### src/rtl/aib_tx_arb_pkg.sv
// Shared types and widths for the AIB transmit arbiter.
// The flit struct is also used by the Rx-side decoder.
package aib_tx_arb_pkg;

    localparam int AIB_FLIT_W    = 72;
    localparam int AIB_SRC_ID_W  = 2;
    localparam int AIB_PAYLOAD_W = 70;

    typedef struct packed {
        logic [AIB_SRC_ID_W-1:0]  src_id;
        logic [AIB_PAYLOAD_W-1:0] payload;
    } aib_flit_t;

    // Index width for an n-way select; never narrower than 1 bit.
    function automatic int idx_w(int n);
        return (n > 1) ? $clog2(n) : 1;
    endfunction

endpackage

### src/rtl/aib_rr_arb.sv
// N-way round-robin arbiter; owns the rotating priority pointer.
// Ports: clk/rst, req, en in; gnt (one-hot), gnt_idx, gnt_vld out.
module aib_rr_arb
    import aib_tx_arb_pkg::*;
#(
    parameter int N = 4,
    localparam int IW = idx_w(N)
) (
    input  logic          clk,
    input  logic          rst,
    input  logic [N-1:0]  req,
    input  logic          en,
    output logic [N-1:0]  gnt,
    output logic [IW-1:0] gnt_idx,
    output logic          gnt_vld
);

    logic [IW-1:0] rr_ptr;
    logic          found;

    // Search from rr_ptr upward, wrapping at N.
    always_comb begin
        found   = 1'b0;
        gnt_idx = '0;
        for (int k = 0; k < N; k++) begin
            int s;
            s = int'(rr_ptr) + k;
            if (s >= N) s = s - N;
            if (!found && req[s]) begin
                found   = 1'b1;
                gnt_idx = IW'(s);
            end
        end
    end

    assign gnt_vld = en && found;
    assign gnt     = gnt_vld ? (N'(1) << gnt_idx) : '0;

    always_ff @(posedge clk or posedge rst) begin
        if (rst) begin
            rr_ptr <= '0;
        end else if (gnt_vld) begin
            if (int'(gnt_idx) == N - 1)
                rr_ptr <= '0;
            else
                rr_ptr <= gnt_idx + IW'(1);
        end
    end

endmodule

### src/rtl/aib_tx_arb.sv
// Credit-gated round-robin merge of NUM_SRC streams into one flit stream.
// Ports: per-source valid/ready/data, credit return, Tx flit out, crd_err.
module aib_tx_arb
    import aib_tx_arb_pkg::*;
#(
    parameter int NUM_SRC = 4,
    parameter int CREDITS = 8
) (
    input  logic                                  i_bus_clk,
    input  logic                                  i_rst,
    input  logic [NUM_SRC-1:0]                    i_src_valid,
    output logic [NUM_SRC-1:0]                    o_src_ready,
    input  logic [NUM_SRC-1:0][AIB_PAYLOAD_W-1:0] i_src_data,
    input  logic                                  i_crd_valid,
    input  logic [AIB_SRC_ID_W-1:0]               i_crd_id,
    output logic                                  o_tx_valid,
    input  logic                                  i_tx_ready,
    output logic [AIB_FLIT_W-1:0]                 o_tx_data,
    output logic                                  o_crd_err
);

    localparam int CW = $clog2(CREDITS + 1);
    localparam int IW = idx_w(NUM_SRC);

    logic [CW-1:0]      credit     [NUM_SRC];
    logic [CW-1:0]      credit_nxt [NUM_SRC];
    logic [NUM_SRC-1:0] elig;
    logic [NUM_SRC-1:0] gnt;
    logic [NUM_SRC-1:0] ret_hit;
    logic [NUM_SRC-1:0] ovf;
    logic [IW-1:0]      gnt_idx;
    logic               gnt_vld;
    logic               load;
    logic               bad_id;
    logic               err_set;
    aib_flit_t          tx_flit;

    assign load = !o_tx_valid || i_tx_ready;

    always_comb begin
        for (int i = 0; i < NUM_SRC; i++) begin
            elig[i]    = i_src_valid[i] && (credit[i] != '0);
            ret_hit[i] = i_crd_valid
                      && (int'(i_crd_id) == i);
            // A same-cycle grant makes room for the return.
            ovf[i]     = ret_hit[i] && !gnt[i]
                      && (credit[i] == CW'(CREDITS));
        end
    end

    aib_rr_arb #(.N(NUM_SRC)) u_arb (
        .clk     (i_bus_clk),
        .rst     (i_rst),
        .req     (elig),
        .en      (load),
        .gnt     (gnt),
        .gnt_idx (gnt_idx),
        .gnt_vld (gnt_vld)
    );

    assign o_src_ready = gnt;

    always_comb begin
        for (int i = 0; i < NUM_SRC; i++) begin
            credit_nxt[i] = credit[i];
            if (ret_hit[i] && !ovf[i] && !gnt[i])
                credit_nxt[i] = credit[i] + CW'(1);
            else if (gnt[i] && !ret_hit[i])
                credit_nxt[i] = credit[i] - CW'(1);
        end
    end

    assign bad_id  = int'(i_crd_id) >= NUM_SRC;
    assign err_set = i_crd_valid && (bad_id || (|ovf));

    always_ff @(posedge i_bus_clk or posedge i_rst) begin
        if (i_rst) begin
            for (int i = 0; i < NUM_SRC; i++)
                credit[i] <= CW'(CREDITS);
            o_crd_err <= 1'b0;
        end else begin
            for (int i = 0; i < NUM_SRC; i++)
                credit[i] <= credit_nxt[i];
            if (err_set)
                o_crd_err <= 1'b1;
        end
    end

    always_ff @(posedge i_bus_clk or posedge i_rst) begin
        if (i_rst) begin
            o_tx_valid <= 1'b0;
            tx_flit    <= '0;
        end else if (load) begin
            o_tx_valid <= gnt_vld;
            if (gnt_vld) begin
                tx_flit.src_id  <= AIB_SRC_ID_W'(gnt_idx);
                tx_flit.payload <= i_src_data[gnt_idx];
            end
        end
    end

    assign o_tx_data = tx_flit;

endmodule

### config.mk
export PLATFORM = sky130hd
export DESIGN_NAME = aib_tx_arb
export DESIGN_NICKNAME = d
export VERILOG_FILES = /design/src/rtl/aib_tx_arb_pkg.sv /design/src/rtl/aib_rr_arb.sv /design/src/rtl/aib_tx_arb.sv
export SDC_FILE = /design/constraint.sdc
export NUM_CORES = 1
export LEC_CHECK = 0
export CAP_MARGIN = 15
export CORE_MARGIN = 5
export CORE_UTILIZATION = 34
export CTS_CLUSTER_DIAMETER = 60
export DETAILED_ROUTE_END_ITERATION = 7
export HOLD_SLACK_MARGIN = 0.08
export PLACE_DENSITY = 0.78
export SLEW_MARGIN = 20
export SYNTH_ARGS = -nofsm -noshare
export SYNTH_HDL_FRONTEND = slang
export SYNTH_SLANG_ARGS = --single-unit
### constraint.sdc
create_clock -name i_bus_clk -period 3.6 [get_ports i_bus_clk]
set_input_delay 0.36 -clock i_bus_clk [delete_from_list [all_inputs] [get_ports i_bus_clk]]
set_output_delay 0.36 -clock i_bus_clk [all_outputs]
set_load 0.05 [all_outputs]
==> qor.yml <==
cts_tree: "built"
whs_ns: 0.438
die_x_um: 143
final_hold_viol_count: 0
yosysTopAreaCell: "dfrtp_1"
synth_ff_type: "dfrtp_1"
mostFrequentLayoutCell: "clkdlybuf4s50_1"
antenna_found_initial: 0
cts_root_buf: "clkbuf_16"
worstHoldPathType: "in2async"
dr.first_iter.drc_count: 241
post-route-period-util_pct: 96.2
drcViolationCount: 0
synthDistinctLibCells: 55
power_density_nw_per_um2: 826
tightest_slew_ns: 0.879
grtUsageMet3_pct: 5.28
layout-drive-gt1-share_pct: 7.33
gp_congestion: 0.818
grt_pass1_vias: 6141
setup_viol: 0
rrSetupSlack_ns: 0.14
drt-pass1-iter-count: 5
skew_ns: 0.0134
finalMaxSlewViolations: 0
wire_per_inst_um: 20.4
area_growth_pct: 71.6
nets: 1212
coreArea_sq_um: 17200
initial_core_util_pct: 34.6
critPathKind: "reg2reg"
dr_total_vias: 5917
ys_top_cells_by_area: "dfrtp_1 (37%), mux2i_1 (24%), o221ai_1 (10%)"
cts-htree-levels: 3
grtUsageMet1_pct: 25.9
irDropWorstVdd_mv: 0.747
final_cell_mix: "clkdlybuf4s50_1 (363), mux2i_1 (144), nand2_1 (91)"
final.setup.tns_ns: 0
port_buffers: 367
antenna_cells: 0
vias_per_cell: 5.19
yosys.area.top_type_share_pct: 36.9
r2r_end: "credit[11]"
synthSimpleGateAreaFrac_pct: 9.41
use_met2_pct: 38.8
grt_pass1_wl_um: 34500
io_pins: 368
r2r_cells: 13
fin_util_pct: 59.4
cts_max_path_buffers: 2
dieArea_sq_um: 20300
crit_path_top_delay_cell: "or4_1"
gr-total-overflow: 0
slew_headroom_pct: 41.4
synthArstFlopShare_pct: 100
antenna_left: 0
worstSetupEndpointType: "flop"
core.rowCount: 48
synth_top_family_by_area: "multiplexers"
path_clk_slew_ns: 0.07
maxCapViolCount: 0
synth_nets: 852
slowest_delay_ns: 0.52
crit_chain: "or4_1 > a222oi_1 > o21ai_4 > inv_8 > nor4_4 > or2_4 > ha_4 > a21o_1 > a21oi_2 > and3_1 > or4b_1 > o311a_1 > a21oi_1"
ys_warn_count: 0
avgSynthCellArea_sq_um: 10.9
synthCells: 549
wirelength_um: 23200
p_leak_nw: 4.18
worst_r2r_startpoint: "credit[8]"
hpwl_um: 18400
synth_area_sq_um: 5970
synthMuxAreaShare_pct: 25.9
outcome: "finished, final reports clean"
grt_max_degree: 77
synth_compound_area_share_pct: 17.4
ys_ff_latch: 92
cts_inserted_buffers: 9
die_y_um: 143
fin_ws_ns: 0.135
fill_cells: 1459
synth-xor-area-share_pct: 1.17
post-place-ws_ns: -0.0337
fmaxAchievable_mhz: 289
ys_seq_area_share_pct: 38.6
holdBufCountCts: 0
grt_busiest_layer: "met2"
crit_path_start_kind: "flop"
cp.arrival_ns: 3.73
crit_fanout: 3
synthAdderAreaFrac_pct: 3.23
clkLatencyLatePin_ns: 0.34
crit_required_ns: 3.87
synth-edff-count: 0
period_minus_slack_ns: 3.46
clkSinkCount: 92
grt_usage_pct: 21.9
-- worst max path at each step --
stage / end / startpoint / cells after the start / slack, ns
4_1_cts: credit[11] / credit[13] / 13 / 0.08
3_5_place_dp: credit[11] / i_src_valid[2] / 14 / -0.03
2_1_floorplan: credit[11] / credit[2] / 13 / -0.21
5_1_grt: credit[11] / credit[8] / 13 / -0.005
6_report: credit[11] / credit[8] / 13 / 0.14
3_3_place_gp: credit[11] / i_src_valid[3] / 14 / 0.1
-- per-stage QoR --
| step | power (mW) | instances | area [sq um] |
|---|---|---|---|
| final | 8.46 | 1139 | 10200 |
| after global routing | 8.91 | 1139 | 10200 |
| after CTS | 8.50 | 1136 | 10200 |
| after detailed placement | 7.52 | 1120 | 9930 |
| after global placement | 7.44 | 1120 | 9930 |
| after floorplan | 5.71 | 549 | 6000 |
-- power by group --
group,internal (mW),total (mW),switching [mW]
sequential,1.56,1.95,0.391
clock,0.536,0.951,0.415
combinational,2.24,5.55,3.31
total,4.34,8.46,4.12
-- synth_stat cells, drive strengths merged, types with 3 or more instances --
library cell,number
o21ai,6
and3,3
o221ai,70
buf,21
fa,4
nor3,6
dfrtp,88
mux2,8
a21oi,8
a21o,5
xor2,4
dfstp,4
xnor2,4
o41ai,5
nor2,6
nand2,92
mux2i,145
or2,3
nand4,3
clkbuf,17
inv,6
o211ai,3
ha,9
nor2b,3
-- kinds of logic (layout without fill, tap and decap cells) --
group,after synthesis,after routing
XOR/XNOR,8,8
flip-flops,92,92
AO/OA/AOI/OAI,113,113
adder cells (fa/ha/maj),13,13
AND/OR/NAND/NOR,126,126
buffers and inverters,44,409
multiplexers,153,153
-- cell type report --
cell class              instances  area [sq um]  share of cell area [%]
repair buffers                387          3890                    38.0
clock buffers                  11           233                    2.27
flip-flops and latches         92          2310                    22.5
well taps                     225           282                    2.75
inverters                       6          32.5                   0.318
clock inverters                 5          52.6                   0.513
multi-input cells             413          3450                    33.7
-- flip-flops by register name, summed over array words and instances (netlist names) --
name and count:
o_tx_data 72, credit 16, u_arb.rr_ptr 2, o_crd_err 1, o_tx_valid 1
-- timing repair --
item,4_1_cts,5_1_grt
resized for setup,0,1
buffers inserted,0,3
hold endpoints to repair,0,0
setup endpoints to repair,0,2
-- metal layers --
| metal | wire [um] | share of wire [%] | vias to the layer above |
|---|---|---|---|
| li1 | - | - | 2825 |
| met1 | 8970 | 39 | 2812 |
| met4 | 597 | 2.6 | 0 |
| met2 | 11900 | 51 | 249 |
| met3 | 1710 | 7.3 | 31 |
| met5 | 0 | 0 | - |
-- critical path, delay by kind of cell (launching register included) --
kind | cells | cell delay, ns
AO/OA/AOI/OAI | 6 | 1.19
buffers and inverters | 1 | 0.09
flip-flops | 1 | 0.43
AND/OR/NAND/NOR | 5 | 1.47
adder cells (fa/ha/maj) | 1 | 0.21
No activity file was read; power rests on OpenSTA's default activity.
==> patch 1 (same flow settings) <==
`CREDITS`: 8 -> 32.
--- a/src/rtl/aib_tx_arb.sv
+++ b/src/rtl/aib_tx_arb.sv
@@ -6,3 +6,3 @@
     parameter int NUM_SRC = 4,
-    parameter int CREDITS = 8
+    parameter int CREDITS = 32
 ) (
Formal check against the unedited RTL: no difference found for any inputs over 4 cycles, from zero or initial values and one cycle with i_rst high; that may be too few to reach the edited logic, so the function may still have changed.
==> patch 1 against the unedited design <==
- the flow now finishes with violations (negative setup slack)
- sequential cell count grew 8
- total power is 7.9% higher
- routed wire length up 5.3%
- worst setup slack got worse by 0.16 ns
- synthesized area rose by 10%
- design area up 9.8%
==> patch 1: results (changes against the unedited design) <==
Worst-path fanout max -> 5 (was 3)
Peak VDD IR -> 0.510 mV (was 0.747 mV)
Largest net degree at the start of global routing -> 88 (was 77)
Failing checks -> negative setup slack
Crit share post-route -> 1.01 (was 0.962)
Mean Syn Cell Area -> 10.8 µm² (was 10.9 µm²)
Wire length per cell -> 19.5 µm (was 20.4 µm)
Share of layout cells above drive strength 1 -> 0.122 (was 0.0733)
P_leak -> 4.86 nW (was 4.18 nW)
R2r endpoint -> credit[17]$_DFFE_PP1P_ (was credit[11]$_DFFE_PP1P_)
Worst hold slack -> 0.481 ns (was 0.438 ns)
First-pass GRT wire length -> 36.9 mm (was 34.5 mm)
Layout Cells excl Fill -> 1255 (was 1139)
Crit path from -> credit[14]$_DFFE_PP0P_ (was credit[8]$_DFFE_PP0P_)
Setup WS pre-CTS -> -0.0355 ns (was -0.0337 ns)
Vias in the first global route -> 6668 (was 6141)
DR iter-0 viols -> 172 (was 241)
Status -> complete, but fails checks (was finished, final reports clean)
Vias -> 6445 (was 5917)
Clock Skew -> 0.00886 ns (was 0.0134 ns)
DP Wirelength -> 19.0 mm (was 18.4 mm)
Final Setup Violations -> 1 (was 0)
Max stage delay on crit path -> 0.58 ns (was 0.52 ns)
Final worst slack -> -0.0208 ns (was 0.135 ns)
Area contributors post-synth -> dfrtp_1 (37%), mux2i_1 (22%), a2bb2oi_1 (9.3%), o21ai_0 (5.6%), ha_1 (3.2%) (was dfrtp_1 (37%), mux2i_1 (24%), o221ai_1 (10%), nand2_1 (5.8%), buf_6 (2.1%))
First-pass DRT Iterations -> 4 (was 5)
Placed Cells -> 1228 (was 1120)
## patch 1: timing repair
action | 4_1_cts | 5_1_grt
buffers inserted | 5 | 6
pin swaps | 6 | 27
endpoints found under the setup margin | 3 | 8
resized for setup | 3 | 25
## patch 1: worst max path at each step
stage / endpoint / slack (ns) / depth (start not counted)
2_1_floorplan: credit[17]$_DFFE_PP1P_ / -0.34 / 14
3_3_place_gp: credit[11]$_DFFE_PP1P_ / 0.05 / 12
3_5_place_dp: credit[11]$_DFFE_PP1P_ / -0.04 / 12
4_1_cts: credit[11]$_DFFE_PP1P_ / 0.002 / 12
5_1_grt: credit[17]$_DFFE_PP1P_ / -0.18 / 14
6_report: credit[17]$_DFFE_PP1P_ / -0.02 / 14
## patch 1: cell type report
type                            count  area, µm²
Fill cell                        1636       7650
Timing Repair Buffer              413       4080
Multi-Input combinational cell    455       4000
Sequential cell                   100       2510
Tap cell                          260        325
Clock buffer                       11        233
Clock inverter                      5       52.6
Inverter                           11       43.8
## patch 1: power by group
group          internal [mW]  total [mW]  switching, mW
sequential              1.69        2.09          0.396
clock                  0.537       0.978          0.440
combinational           2.67        6.06           3.39
total                   4.90        9.12           4.23
## patch 1: logic make-up after synthesis
group,synth area share
DFF,0.382
buffers and inverters,0.0381
AOI/OAI and AO/OA,0.220
adders and majority gates,0.0446
xor gates and xnor gates,0.0187
muxes,0.242
and+or+nand+nor,0.0548
## patch 1: layer usage
metal  part of all wire  global-route usage
met1               0.39               0.255
met4              0.020              0.0581
met3              0.085              0.0538
met2               0.51               0.367
met5                  0                   0
==> patch 2 (same flow settings) <==
Made on the original files. Make the reset (`i_rst` and `rst`) synchronous in 3 clocked blocks.
--- a/src/rtl/aib_rr_arb.sv
+++ b/src/rtl/aib_rr_arb.sv
@@ -38,3 +38,3 @@
 
-    always_ff @(posedge clk or posedge rst) begin
+    always_ff @(posedge clk) begin
         if (rst) begin
--- a/src/rtl/aib_tx_arb.sv
+++ b/src/rtl/aib_tx_arb.sv
@@ -75,3 +75,3 @@
 
-    always_ff @(posedge i_bus_clk or posedge i_rst) begin
+    always_ff @(posedge i_bus_clk) begin
         if (i_rst) begin
@@ -88,3 +88,3 @@
 
-    always_ff @(posedge i_bus_clk or posedge i_rst) begin
+    always_ff @(posedge i_bus_clk) begin
         if (i_rst) begin
Formal check against the unedited RTL: differs if i_rst is asserted again (counterexample within 4 cycles, from zero or initial values and one cycle with i_rst high); with i_rst held inactive, the same outputs for 4 cycles.
==> patch 2 against the unedited design <==
- clock power grew 4.1%
- global-route usage shrank 0.60 points
- total power is 4.4% lower
- sequential cell count unchanged
- design area decreased by 1.4%
- die area decreased by 1.3%
- worst setup slack better by 0.13 ns
- synthesized area is 1.4% lower
- routed wire length is 1.4% lower
- critical path type unchanged
- largest cell class is now multi-input combinational cells
- largest power group unchanged
- highest routed layer unchanged
==> patch 2: results (changes against the unedited design) <==
Placed Cells -> 1206 (was 1120)
Fin nets -> 1295 (was 1212)
Largest net degree at the start of global routing -> 76 (was 77)
First-pass DRT Iterations -> 4 (was 5)
R2R setup slack -> 0.27 ns (was 0.14 ns)
Status -> finished, final reports clean (unchanged)
Setup WS pre-CTS -> 0.202 ns (was -0.0337 ns)
DP Wirelength -> 18.0 mm (was 18.4 mm)
Met1 Wirelength -> 8.95 mm (was 8.97 mm)
GP Congestion -> 0.847 (was 0.818)
GRT Overall Usage -> 0.213 (was 0.219)
Sequential power share -> 0.216 (was 0.231)
Vias in the first global route -> 6345 (was 6141)
Min-delay worst type -> register to register (was primary input to async pin)
Slew margin rel. -> 0.515 (was 0.414)
WL met3 -> 1.77 mm (was 1.71 mm)
Met2 routed WL -> 11.6 mm (was 11.9 mm)
Wire length per cell -> 18.7 µm (was 20.4 µm)
Clock Skew -> 0.00752 ns (was 0.0134 ns)
Initial antenna violation count -> 1 (was 0)
Most frequent cells after synthesis -> nand2_1 (157), mux2i_1 (147), dfxtp_1 (92), a32o_1 (70), clkbuf_1 (31) (was mux2i_1 (144), nand2_1 (92), dfrtp_1 (88), o221ai_1 (70), clkbuf_1 (17))
Mapped Cells -> 652 (was 549)
Via density -> 5.18 (was 5.19)
Fillers -> 1511 (was 1459)
Syn nets -> 955 (was 852)
[patch 2: worst max-delay path by stage]
stage	depth (start not counted)	start	to
after floorplan	14	credit[3][0]$_SDFFE_PP0P_	credit[3][3]$_SDFFE_PP1P_
after global placement	12	i_src_valid[3]	credit[2][3]$_SDFFE_PP1P_
after detailed placement	13	i_src_valid[0]	credit[2][3]$_SDFFE_PP1P_
after CTS	10	credit[1][0]$_SDFFE_PP0P_	credit[2][3]$_SDFFE_PP1P_
after global routing	10	credit[1][0]$_SDFFE_PP0P_	credit[2][3]$_SDFFE_PP1P_
final	10	credit[1][0]$_SDFFE_PP0P_	credit[2][3]$_SDFFE_PP1P_
[patch 2: area by class of cell]
class | count | area share
well taps | 225 | 0.0279
repair buffers | 381 | 0.377
diodes | 1 | 0.000248
inverters | 4 | 0.00149
multi-input cells | 504 | 0.381
clock buffers | 12 | 0.0254
clock inverters | 4 | 0.00471
flip-flops and latches | 92 | 0.182
[patch 2: worst register-to-register path, stage by stage (launching register included)]
cell and delay (ns):
dfxtp_1 0.39, o41ai_2 0.61, a41oi_2 0.34, and3_1 0.31, or2_2 0.34, ha_1 0.30, a21o_1 0.17, a21oi_1 0.24
or3_1 0.14, mux2i_1 0.06, a311o_1 0.30
[patch 2: cells by family after synthesis]
group | share of synthesized area
DFF | 0.313
muxes | 0.262
AOI/OAI and AO/OA | 0.182
adders and majority gates | 0.0327
and+or+nand+nor | 0.162
buffers and inverters | 0.0393
xor gates and xnor gates | 0.00893
[patch 2: stage by stage]
stage / hold slack, ns / area [µm²]
2_1_floorplan: 0.475 / 5880
3_3_place_gp: 0.443 / 9790
3_5_place_dp: 0.452 / 9790
4_1_cts: 0.462 / 10100
5_1_grt: 0.481 / 10100
6_report: 0.457 / 10100
